<file path="src/rtl/ysyx_24100029_issue_ctrl_pkg.sv">
// Shared types for the issue controller: decoded-instruction packet, FSM states
// and default sizing of the per-register pending counters.
package ysyx_24100029_issue_ctrl_pkg;

  localparam int ISS_MAX_PEND  = 3;
  localparam int ISS_CNT_W     = 2;
  localparam int NUM_ARCH_REGS = 32;

  typedef struct packed {
    logic [4:0] rs1;
    logic [4:0] rs2;
    logic [4:0] rd;
    logic       use_rs1;
    logic       use_rs2;
    logic       wr_rd;
  } rv_decode_pkt_t;

  typedef enum logic [1:0] {
    ISS_RUN    = 2'd0,
    ISS_DRAIN  = 2'd1,
    ISS_SERIAL = 2'd2
  } iss_state_e;

endpackage

</file>
<file path="src/rtl/ysyx_24100029_scoreboard.sv">
// Per-register outstanding-write counters with RAW / WAW-overflow lookup.
// All lookups read the registered counters, so a writeback only unblocks next cycle.
module ysyx_24100029_scoreboard
  import ysyx_24100029_issue_ctrl_pkg::*;
#(
  parameter int MAX_PEND = ISS_MAX_PEND,
  parameter int CNT_W    = ISS_CNT_W
) (
  input  logic           clock,
  input  logic           reset,
  input  rv_decode_pkt_t pkt,
  input  logic           issue_fire,
  input  logic           wb_valid,
  input  logic [4:0]     wb_rd,
  output logic           raw_hazard,
  output logic           waw_hazard,
  output logic           busy,
  output logic           wb_underflow
);

  localparam logic [CNT_W-1:0] PEND_MAX = MAX_PEND[CNT_W-1:0];

  logic [NUM_ARCH_REGS-1:0][CNT_W-1:0] pend_all;
  logic [NUM_ARCH_REGS-1:0]            pend_nz;

  // x0 is hard-wired empty so it can never produce a hazard.
  assign pend_all[0] = '0;
  assign pend_nz[0]  = 1'b0;

  genvar gi;
  generate
    for (gi = 1; gi < NUM_ARCH_REGS; gi++) begin : g_cnt
      logic [CNT_W-1:0] cnt_reg;
      logic [CNT_W-1:0] cnt_next;
      logic             inc;
      logic             dec;

      assign inc = issue_fire && pkt.wr_rd && (pkt.rd == 5'(gi));
      assign dec = wb_valid && (wb_rd == 5'(gi)) && (cnt_reg != '0);

      always_comb begin
        cnt_next = cnt_reg;
        if (inc && !dec) begin
          cnt_next = cnt_reg + 1'b1;
        end else if (dec && !inc) begin
          cnt_next = cnt_reg - 1'b1;
        end
      end

      always_ff @(posedge clock or posedge reset) begin
        if (reset) begin
          cnt_reg <= '0;
        end else begin
          cnt_reg <= cnt_next;
        end
      end

      assign pend_all[gi] = cnt_reg;
      assign pend_nz[gi]  = (cnt_reg != '0);
    end
  endgenerate

  assign raw_hazard = (pkt.use_rs1 && (pkt.rs1 != 5'd0) && (pend_all[pkt.rs1] != '0)) ||
                      (pkt.use_rs2 && (pkt.rs2 != 5'd0) && (pend_all[pkt.rs2] != '0));

  assign waw_hazard = pkt.wr_rd && (pkt.rd != 5'd0) && (pend_all[pkt.rd] == PEND_MAX);

  assign wb_underflow = wb_valid && (wb_rd != 5'd0) && (pend_all[wb_rd] == '0);

  assign busy = |pend_nz;

endmodule

</file>
<file path="src/rtl/ysyx_24100029_issue_ctrl.sv">
// Issue controller: gates decode with the scoreboard, serializes ecall/mret/fence.i,
// and keeps a saturating stall counter and a sticky writeback-error flag.
module ysyx_24100029_issue_ctrl
  import ysyx_24100029_issue_ctrl_pkg::*;
#(
  parameter int MAX_PEND = ISS_MAX_PEND,
  parameter int CNT_W    = ISS_CNT_W
) (
  input  logic        clock,
  input  logic        reset,
  input  logic        dec_valid,
  output logic        dec_ready,
  input  logic [4:0]  dec_rs1,
  input  logic [4:0]  dec_rs2,
  input  logic [4:0]  dec_rd,
  input  logic        dec_use_rs1,
  input  logic        dec_use_rs2,
  input  logic        dec_wr_rd,
  input  logic        dec_serial,
  input  logic        wb_valid,
  input  logic [4:0]  wb_rd,
  input  logic        serial_done,
  input  logic        flush,
  output logic        busy,
  output logic        wb_err,
  output logic [31:0] stall_cnt
);

  rv_decode_pkt_t dec_pkt;
  iss_state_e     state_reg, state_next;
  logic           raw_hazard, waw_hazard, sb_busy, wb_underflow;
  logic           ready_int, issue_fire;
  logic           wb_err_reg;
  logic [31:0]    stall_cnt_reg;

  assign dec_pkt = '{rs1: dec_rs1, rs2: dec_rs2, rd: dec_rd,
                     use_rs1: dec_use_rs1, use_rs2: dec_use_rs2, wr_rd: dec_wr_rd};

  ysyx_24100029_scoreboard #(
    .MAX_PEND (MAX_PEND),
    .CNT_W    (CNT_W)
  ) u_scoreboard (
    .clock        (clock),
    .reset        (reset),
    .pkt          (dec_pkt),
    .issue_fire   (issue_fire),
    .wb_valid     (wb_valid),
    .wb_rd        (wb_rd),
    .raw_hazard   (raw_hazard),
    .waw_hazard   (waw_hazard),
    .busy         (sb_busy),
    .wb_underflow (wb_underflow)
  );

  always_comb begin
    state_next = state_reg;
    ready_int  = 1'b0;
    case (state_reg)
      ISS_RUN: begin
        ready_int = !(raw_hazard || waw_hazard) && !dec_serial;
        if (dec_valid && dec_serial && !flush) begin
          state_next = ISS_DRAIN;
        end
      end
      ISS_DRAIN: begin
        // Only the serializing instruction sits at decode here; it waits for an empty scoreboard.
        ready_int = !sb_busy;
        if (flush) begin
          state_next = ISS_RUN;
        end else if (dec_valid && ready_int) begin
          state_next = ISS_SERIAL;
        end
      end
      ISS_SERIAL: begin
        if (serial_done) begin
          state_next = ISS_RUN;
        end
      end
      default: begin
        state_next = ISS_RUN;
      end
    endcase
  end

  // Reset gating keeps dec_ready low for the whole time reset is held.
  assign dec_ready  = ready_int && !flush && !reset;
  assign issue_fire = dec_valid && dec_ready && !flush;

  always_ff @(posedge clock or posedge reset) begin
    if (reset) begin
      state_reg     <= ISS_RUN;
      wb_err_reg    <= 1'b0;
      stall_cnt_reg <= '0;
    end else begin
      state_reg <= state_next;
      if (wb_underflow) begin
        wb_err_reg <= 1'b1;
      end
      if (dec_valid && !dec_ready && !flush && (stall_cnt_reg != 32'hFFFF_FFFF)) begin
        stall_cnt_reg <= stall_cnt_reg + 32'd1;
      end
    end
  end

  assign busy      = sb_busy;
  assign wb_err    = wb_err_reg;
  assign stall_cnt = stall_cnt_reg;

endmodule
</file>
<file path="config.mk">
export PLATFORM = sky130hd
export DESIGN_NAME = ysyx_24100029_issue_ctrl
export DESIGN_NICKNAME = d
export VERILOG_FILES = /design/src/rtl/ysyx_24100029_issue_ctrl_pkg.sv /design/src/rtl/ysyx_24100029_scoreboard.sv /design/src/rtl/ysyx_24100029_issue_ctrl.sv
export SDC_FILE = /design/constraint.sdc
export NUM_CORES = 1
export LEC_CHECK = 0
export BUFFER_PORTS_ARGS = -buffer_cell sky130_fd_sc_hd__buf_2
export CAP_MARGIN = 30
export CORE_MARGIN = 2
export CORE_UTILIZATION = 28
export DETAILED_ROUTE_END_ITERATION = 10
export PLACE_DENSITY = 0.47
export SKIP_LAST_GASP = 1
export SYNTH_ARGS = -nofsm -noshare
export SYNTH_HDL_FRONTEND = slang
export SYNTH_HIERARCHICAL = 1
export SYNTH_SLANG_ARGS = --single-unit
export TNS_END_PERCENT = 50
</file>
<file path="constraint.sdc">
create_clock -name clock -period 4.35 [get_ports clock]
set_input_delay 0.435 -clock clock [delete_from_list [all_inputs] [get_ports clock]]
set_output_delay 0.435 -clock clock [all_outputs]
set_load 0.05 [all_outputs]
</file>
==> results.txt, run 1 <==
worst reg-to-reg setup slack: 0.56 ns
root buffer cell: clkbuf_16
CP max FO: 5
clock skew: 0.0121 ns
post-synthesis compound-gate area fraction: 0.0357
VDD IR max: 0.201 mV
DP Area: 7380 um2
Antenna Violating Nets Remaining: 0
Non-Filler Instances: 1,053
CP endpoint kind: flip-flop
Final Slew Violations: 0
postcts setup bufs: 0
WL/cell: 18.6 um
Final TNS setup: 0 ns
GRT Util Overall: 0.161
Final Worst Setup Slack: 0.555 ns
Startpoint Class: flip-flop
NumNets Final: 791
CTS buffer count: 9
Layout area overhead: 15.8%
worst-skew pair later-pin latency: 0.36 ns
1st-pass router iterations: 5
number of synthesized register bits: 97
diode count: 0
number of enable flip-flop cells after synthesis: 0
post-synthesis mux area share: 0.117
RSZ-0062 raised after global routing: no
largest family of logic cells by synthesized area: simple AND/OR/NAND/NOR gates
critical path class: flip-flop to flip-flop
final hold violations: 0
core area: 23,500 um2
Layout Utilization: 0.330
Gates resized, CTS repair: 0
Worst-path clk slew: 0.07 ns
Congestion Overflow GR: 0
number of flip-flops in the largest register: 62
hold crit path type: input pin to asynchronous set/reset pin
# fillers: 2,430
Setup WS pre-CTS: 0.442 ns
Slew HR: 0.311
Post-synth ARST share: 1.00
DRC Markers: 0
largest net degree at the start of global routing: 39
RR Endpoint: u_scoreboard/g_cnt[13].cnt_reg[1]
Post-Syn Area: 6700 um2
hold slack: 0.225 ns
H-tree levels: 3
worst r2r src: u_scoreboard/g_cnt[10].cnt_reg[0]
final setup violation count: 0
Synthesis Warnings: 6
I/O Buffers: 64
leakage power total: 3.54 nW
CTS tree: built
post-synthesis adder-cell area fraction: 0.0598
I/O pins: 65
Worst EP required: 4.59 ns
Synth Instances: 668
die extent in x: 159 um
first-pass GRT wire length: 30,500 um
WL final: 19,600 um
hpwl dp: 14,800 um
CTS max path bufs: 2
syn_nets: 730
Iter 0 DRT Violations: 409
post-synthesis simple-gate area fraction: 0.243
Max-Cap Viols: 0
total number of vias: 5,284
Rows: 56
Avg Inst Size Synth: 10.0 um2
Via density: 5.02
Reg2Reg Depth: 17
status: complete, no violations
share of layout cells above drive strength 1: 0.176
starting density of the core: 0.285
Cell variety after synth: 53
Worst-Margin Slew: 1.03 ns
CTS sink cnt: 97
f_max: 264 MHz
CTS Hold Bufs: 0
Pwr Total: 3.42 mW
register area share after synthesis: 0.363
Power per Cell Area: 441 nW/um2
Tcrit/Tclk final: 0.872
antenna violations before repair: 0
placed cell count: 1,037
CP arrival: 4.03 ns
ys flop type: dfrtp_1
die height: 159 um
fin area: 7750 um2
post-synthesis xor/xnor area fraction: 0.160
Die ar.: 25,200 um2
vias in the first global route: 5,222
final worst path period need: 3.79 ns
gp weighted congestion: 0.826
synth_stat cells (all sizes together) (2+ instances only):
master | n | share of area
and2 | 5 | 0.0047
or4 | 2 | 0.0022
clkbuf | 13 | 0.0073
o21a | 2 | 0.0022
mux2 | 3 | 0.0050
nor4 | 8 | 0.0093
a2111o | 2 | 0.0034
nand4 | 24 | 0.022
inv | 12 | 0.0067
nand2b | 10 | 0.0093
o211ai | 2 | 0.0022
mux2i | 10 | 0.015
a311oi | 3 | 0.0039
nand3b | 36 | 0.040
a21oi | 4 | 0.0030
buf | 9 | 0.0080
xnor2 | 48 | 0.063
nor2b | 9 | 0.0084
nor3 | 18 | 0.015
and4 | 2 | 0.0026
mux4 | 28 | 0.097
and3 | 7 | 0.0065
dfrtp | 97 | 0.36
ha | 32 | 0.060
nor3b | 3 | 0.0034
a22oi | 4 | 0.0045
or2 | 5 | 0.0047
a31oi | 6 | 0.0065
o22ai | 2 | 0.0019
xor2 | 74 | 0.097
and3b | 2 | 0.0026
or3 | 2 | 0.0019
nand3 | 26 | 0.021
nand2 | 32 | 0.018
nor2 | 116 | 0.065
worst max-delay path: stages (launching register included):
cell and delay, ns:
dfrtp_1 0.43, nor2_1 0.36, a21oi_1 0.13, mux4_2 0.47, a22oi_1 0.17, nand4_1 0.11
nor3_1 0.28, mux2i_1 0.13, nor4_2 0.16, and2_1 0.22, nand2_1 0.08, nor2_1 0.23
nand3_1 0.18, nor2_1 0.19, ha_1 0.19, xor2_1 0.15, nor2_1 0.06, xor2_1 0.13
logic make-up after synthesis:
family,Yosys count
mux,41
flops,97
xor+xnor,122
simple gates,311
compound gates,31
buf+inv,34
fa+ha+maj,32
worst max path at each step:
stage / endpoint / cells after the start / startpoint
after floorplan: u_scoreboard/g_cnt[15].cnt_reg[1] / 18 / dec_rd[0]
after global placement: u_scoreboard/g_cnt[11].cnt_reg[1] / 18 / dec_rd[0]
after detailed placement: u_scoreboard/g_cnt[13].cnt_reg[1] / 18 / dec_rd[0]
after CTS: u_scoreboard/g_cnt[13].cnt_reg[1] / 17 / u_scoreboard/g_cnt[10].cnt_reg[0]
after global routing: u_scoreboard/g_cnt[7].cnt_reg[1] / 17 / u_scoreboard/g_cnt[10].cnt_reg[0]
final: u_scoreboard/g_cnt[13].cnt_reg[1] / 17 / u_scoreboard/g_cnt[10].cnt_reg[0]
cells in the final DEF (no fill, tap or decap), types with 3 or more instances in the layout:
master	n
and3_1	7
a22oi_1	4
nor4_2	3
bufinv_16	4
inv_1	11
nand4_1	24
xor2_1	74
dfrtp_1	97
nor2b_1	9
nor3b_1	3
a31oi_1	5
buf_4	8
clkbuf_16	9
nand3b_1	36
nor2_1	115
nand2b_1	10
buf_2	64
mux4_1	5
mux2i_1	10
nor4_1	5
ha_1	32
xnor2_1	48
nand3_1	24
a21oi_1	4
nand2_1	32
and2_1	5
or2_2	5
mux2_2	3
mux4_2	23
a311oi_1	3
nor3_1	17
metal layers:
metal  wire length, um  vias to the layer above  part of all wire  GRT usage
li1                  -                     2497                 -          -
met3               617                       18             0.032     0.0234
met4               298                        0             0.015     0.0489
met1              9350                     2663              0.48      0.222
met5                 0                        -                 0          0
met2              9300                      106              0.48      0.261
power breakdown:
| group | switching (mW) | leakage [nW] | internal [mW] | total [mW] |
|---|---|---|---|---|
| sequential | 0.242 | 1.29 | 1.07 | 1.32 |
| combinational | 0.619 | 2.07 | 0.477 | 1.10 |
| clock | 0.371 | 0.183 | 0.640 | 1.01 |
| total | 1.23 | 3.54 | 2.19 | 3.42 |
cell type report:
class / instances / area (um2) / area share
Multi-Input combinational cell: 537 / 4130 / 0.532
Sequential cell: 97 / 2430 / 0.313
Tap cell: 319 / 399 / 0.0515
Timing Repair Buffer: 72 / 380 / 0.0490
Clock buffer: 10 / 239 / 0.0308
Clock inverter: 6 / 138 / 0.0177
Inverter: 12 / 45.0 / 0.00581
Power figures use the tool's default switching activity.
==> inputs of run 2 (changes only) <==
--- a/config.mk
+++ b/config.mk
@@ -7,10 +7,11 @@
 export LEC_CHECK = 0
 export BUFFER_PORTS_ARGS = -buffer_cell sky130_fd_sc_hd__buf_2
 export CAP_MARGIN = 30
-export CORE_MARGIN = 2
-export CORE_UTILIZATION = 28
+export CORE_MARGIN = 3
+export CORE_UTILIZATION = 40
 export DETAILED_ROUTE_END_ITERATION = 10
-export PLACE_DENSITY = 0.47
+export GPL_TIMING_DRIVEN = 0
+export PLACE_DENSITY = 0.61
 export SKIP_LAST_GASP = 1
 export SYNTH_ARGS = -nofsm -noshare
 export SYNTH_HDL_FRONTEND = slang
==> run 2 against run 1 <==
Critical path depth unchanged; die area decreased by 27%; critical endpoint is now u_scoreboard/g_cnt[15].cnt_reg[1]; via count increased by 3.7%; register-to-register slack got worse by 0.25 ns; worst hold slack improved by 0.010 ns; highest routed layer unchanged; utilization increased by 14 points; sequential power about the same; clock skew increased by 0.0024 ns; final cell count decreased by 9.0%; total power decreased by 7.4%; design area decreased by 2.0%; sequential share of layout area increased by 0.65 points.
==> results.txt, run 2 (synthesis results as in run 1) <==
status: complete, no violations
RSZ-0062 raised after global routing: no
share of layout cells above drive strength 1: 0.171
hold crit path type: input pin to asynchronous set/reset pin
Via density: 5.72
hpwl dp: 14,000 um
Max-Cap Viols: 0
postcts setup bufs: 0
CP max FO: 5
antenna violations before repair: 0
Worst-Margin Slew: 0.820 ns
root buffer cell: clkbuf_16
fin area: 7600 um2
CP arrival: 4.28 ns
Rows: 46
Final TNS setup: 0 ns
Congestion Overflow GR: 0
CP endpoint kind: flip-flop
# fillers: 1,515
starting density of the core: 0.415
Worst EP required: 4.59 ns
core area: 16,100 um2
CTS tree: built
GRT Util Overall: 0.205
number of flip-flops in the largest register: 62
Worst-path clk slew: 0.07 ns
final setup violation count: 0
leading cell type in the layout, fill and taps excluded: nor2_1
diode count: 0
most frequent cells in the layout: nor2_1 (112), dfrtp_1 (97), xor2_1 (74)
CTS max path bufs: 2
worst r2r src: u_scoreboard/g_cnt[8].cnt_reg[0]
die extent in x: 135 um
worst-skew pair later-pin latency: 0.36 ns
Antenna Violating Nets Remaining: 0
Final Slew Violations: 0
clock skew: 0.0145 ns
hold slack: 0.235 ns
leakage power total: 3.51 nW
I/O Buffers: 56
gp weighted congestion: 0.934
CTS sink cnt: 97
total number of vias: 5,481
final hold violations: 0
worst reg-to-reg setup slack: 0.31 ns
vias in the first global route: 5,470
VDD IR max: 0.219 mV
Die ar.: 18,300 um2
final worst path period need: 4.04 ns
critical path class: flip-flop to flip-flop
first-pass GRT wire length: 29,300 um
NumNets Final: 799
Slew HR: 0.452
H-tree levels: 3
Iter 0 DRT Violations: 422
DRC Markers: 0
DP Area: 7300 um2
RR Endpoint: u_scoreboard/g_cnt[15].cnt_reg[1]
1st-pass router iterations: 5
I/O pins: 65
largest net degree at the start of global routing: 35
Tcrit/Tclk final: 0.929
Power per Cell Area: 417 nW/um2
die height: 135 um
Startpoint Class: flip-flop
WL/cell: 19.0 um
Layout area overhead: 13.5%
Reg2Reg Depth: 17
CTS buffer count: 9
f_max: 247 MHz
WL final: 18,200 um
==> run 2: cell count changes in the layout (fill, tap and decap cells not counted), sizes merged <==
cell / delta
inv: +1
buf: -5
clkinv: +4
clkbuf: +12
bufinv: -4
==> run 2: where the power goes <==
group	total [mW]	switching (mW)	internal, mW
registers	1.29	0.221	1.07
logic	1.09	0.626	0.467
clock network	0.783	0.384	0.399
total	3.17	1.23	1.94
==> run 2: area by class of cell <==
class | count | area [um2] | share of cell area
clock buffers | 9 | 225 | 0.0296
multi-input cells | 537 | 4130 | 0.544
plain buffers | 22 | 103 | 0.0135
well taps | 216 | 270 | 0.0356
flip-flops and latches | 97 | 2430 | 0.320
repair buffers | 58 | 328 | 0.0432
inverters | 12 | 45.0 | 0.00593
clock inverters | 7 | 63.8 | 0.00840
==> run 2: how the worst max path moves through the flow <==
stage / start / to / slack, ns
global placement: dec_rs1[3] / u_scoreboard/g_cnt[15].cnt_reg[1] / 0.26
CTS: u_scoreboard/g_cnt[11].cnt_reg[0] / u_scoreboard/g_cnt[15].cnt_reg[1] / 0.24
finish: u_scoreboard/g_cnt[8].cnt_reg[0] / u_scoreboard/g_cnt[15].cnt_reg[1] / 0.31
floorplan: dec_rd[0] / u_scoreboard/g_cnt[15].cnt_reg[1] / 0.26
global route: u_scoreboard/g_cnt[8].cnt_reg[0] / u_scoreboard/g_cnt[13].cnt_reg[1] / 0.001
detailed placement: dec_rs1[3] / u_scoreboard/g_cnt[15].cnt_reg[1] / 0.16
==> run 2: worst max-delay path, stage by stage, from the launching register on <==
cell and delay, ns:
dfrtp_1 0.43, nor2_1 0.41, nor2b_1 0.09, mux4_2 0.51
a22oi_1 0.17, nand4_1 0.12, nor3_1 0.28, mux2i_1 0.14
nor4_2 0.21, and2_1 0.26, nand2_1 0.10, nor2_1 0.28
nand3_1 0.22, nor2_1 0.18, ha_1 0.19, xor2_1 0.14
nor2_1 0.06, xor2_1 0.14
==> run 2: metal layers <==
layer / GRT usage / part of all wire / routed length, um / vias up
li1: - / - / - / 2519
met1: 0.274 / 0.44 / 7970 / 2719
met2: 0.323 / 0.47 / 8580 / 204
met3: 0.0431 / 0.063 / 1150 / 39
met4: 0.0851 / 0.030 / 556 / 0
met5: 0 / 0 / 0 / -
==> run 2: what timing repair did <==
item                                   4_1_cts  5_1_grt
endpoints found under the hold margin        0        0
setup endpoints to repair                    0       16
resized for setup                            0        3
hold buffers                                 0        0
==> run 2: per-stage QoR <==
stage	std cells	utilization	setup WS [ns]	total power, mW
after floorplan	668	-	0.256	2.05
after global placement	940	0.450	0.258	2.34
after detailed placement	942	0.453	0.159	2.38
after CTS	958	0.471	0.239	3.17
after global routing	958	0.471	0.00133	3.33
final	958	0.471	0.308	3.17
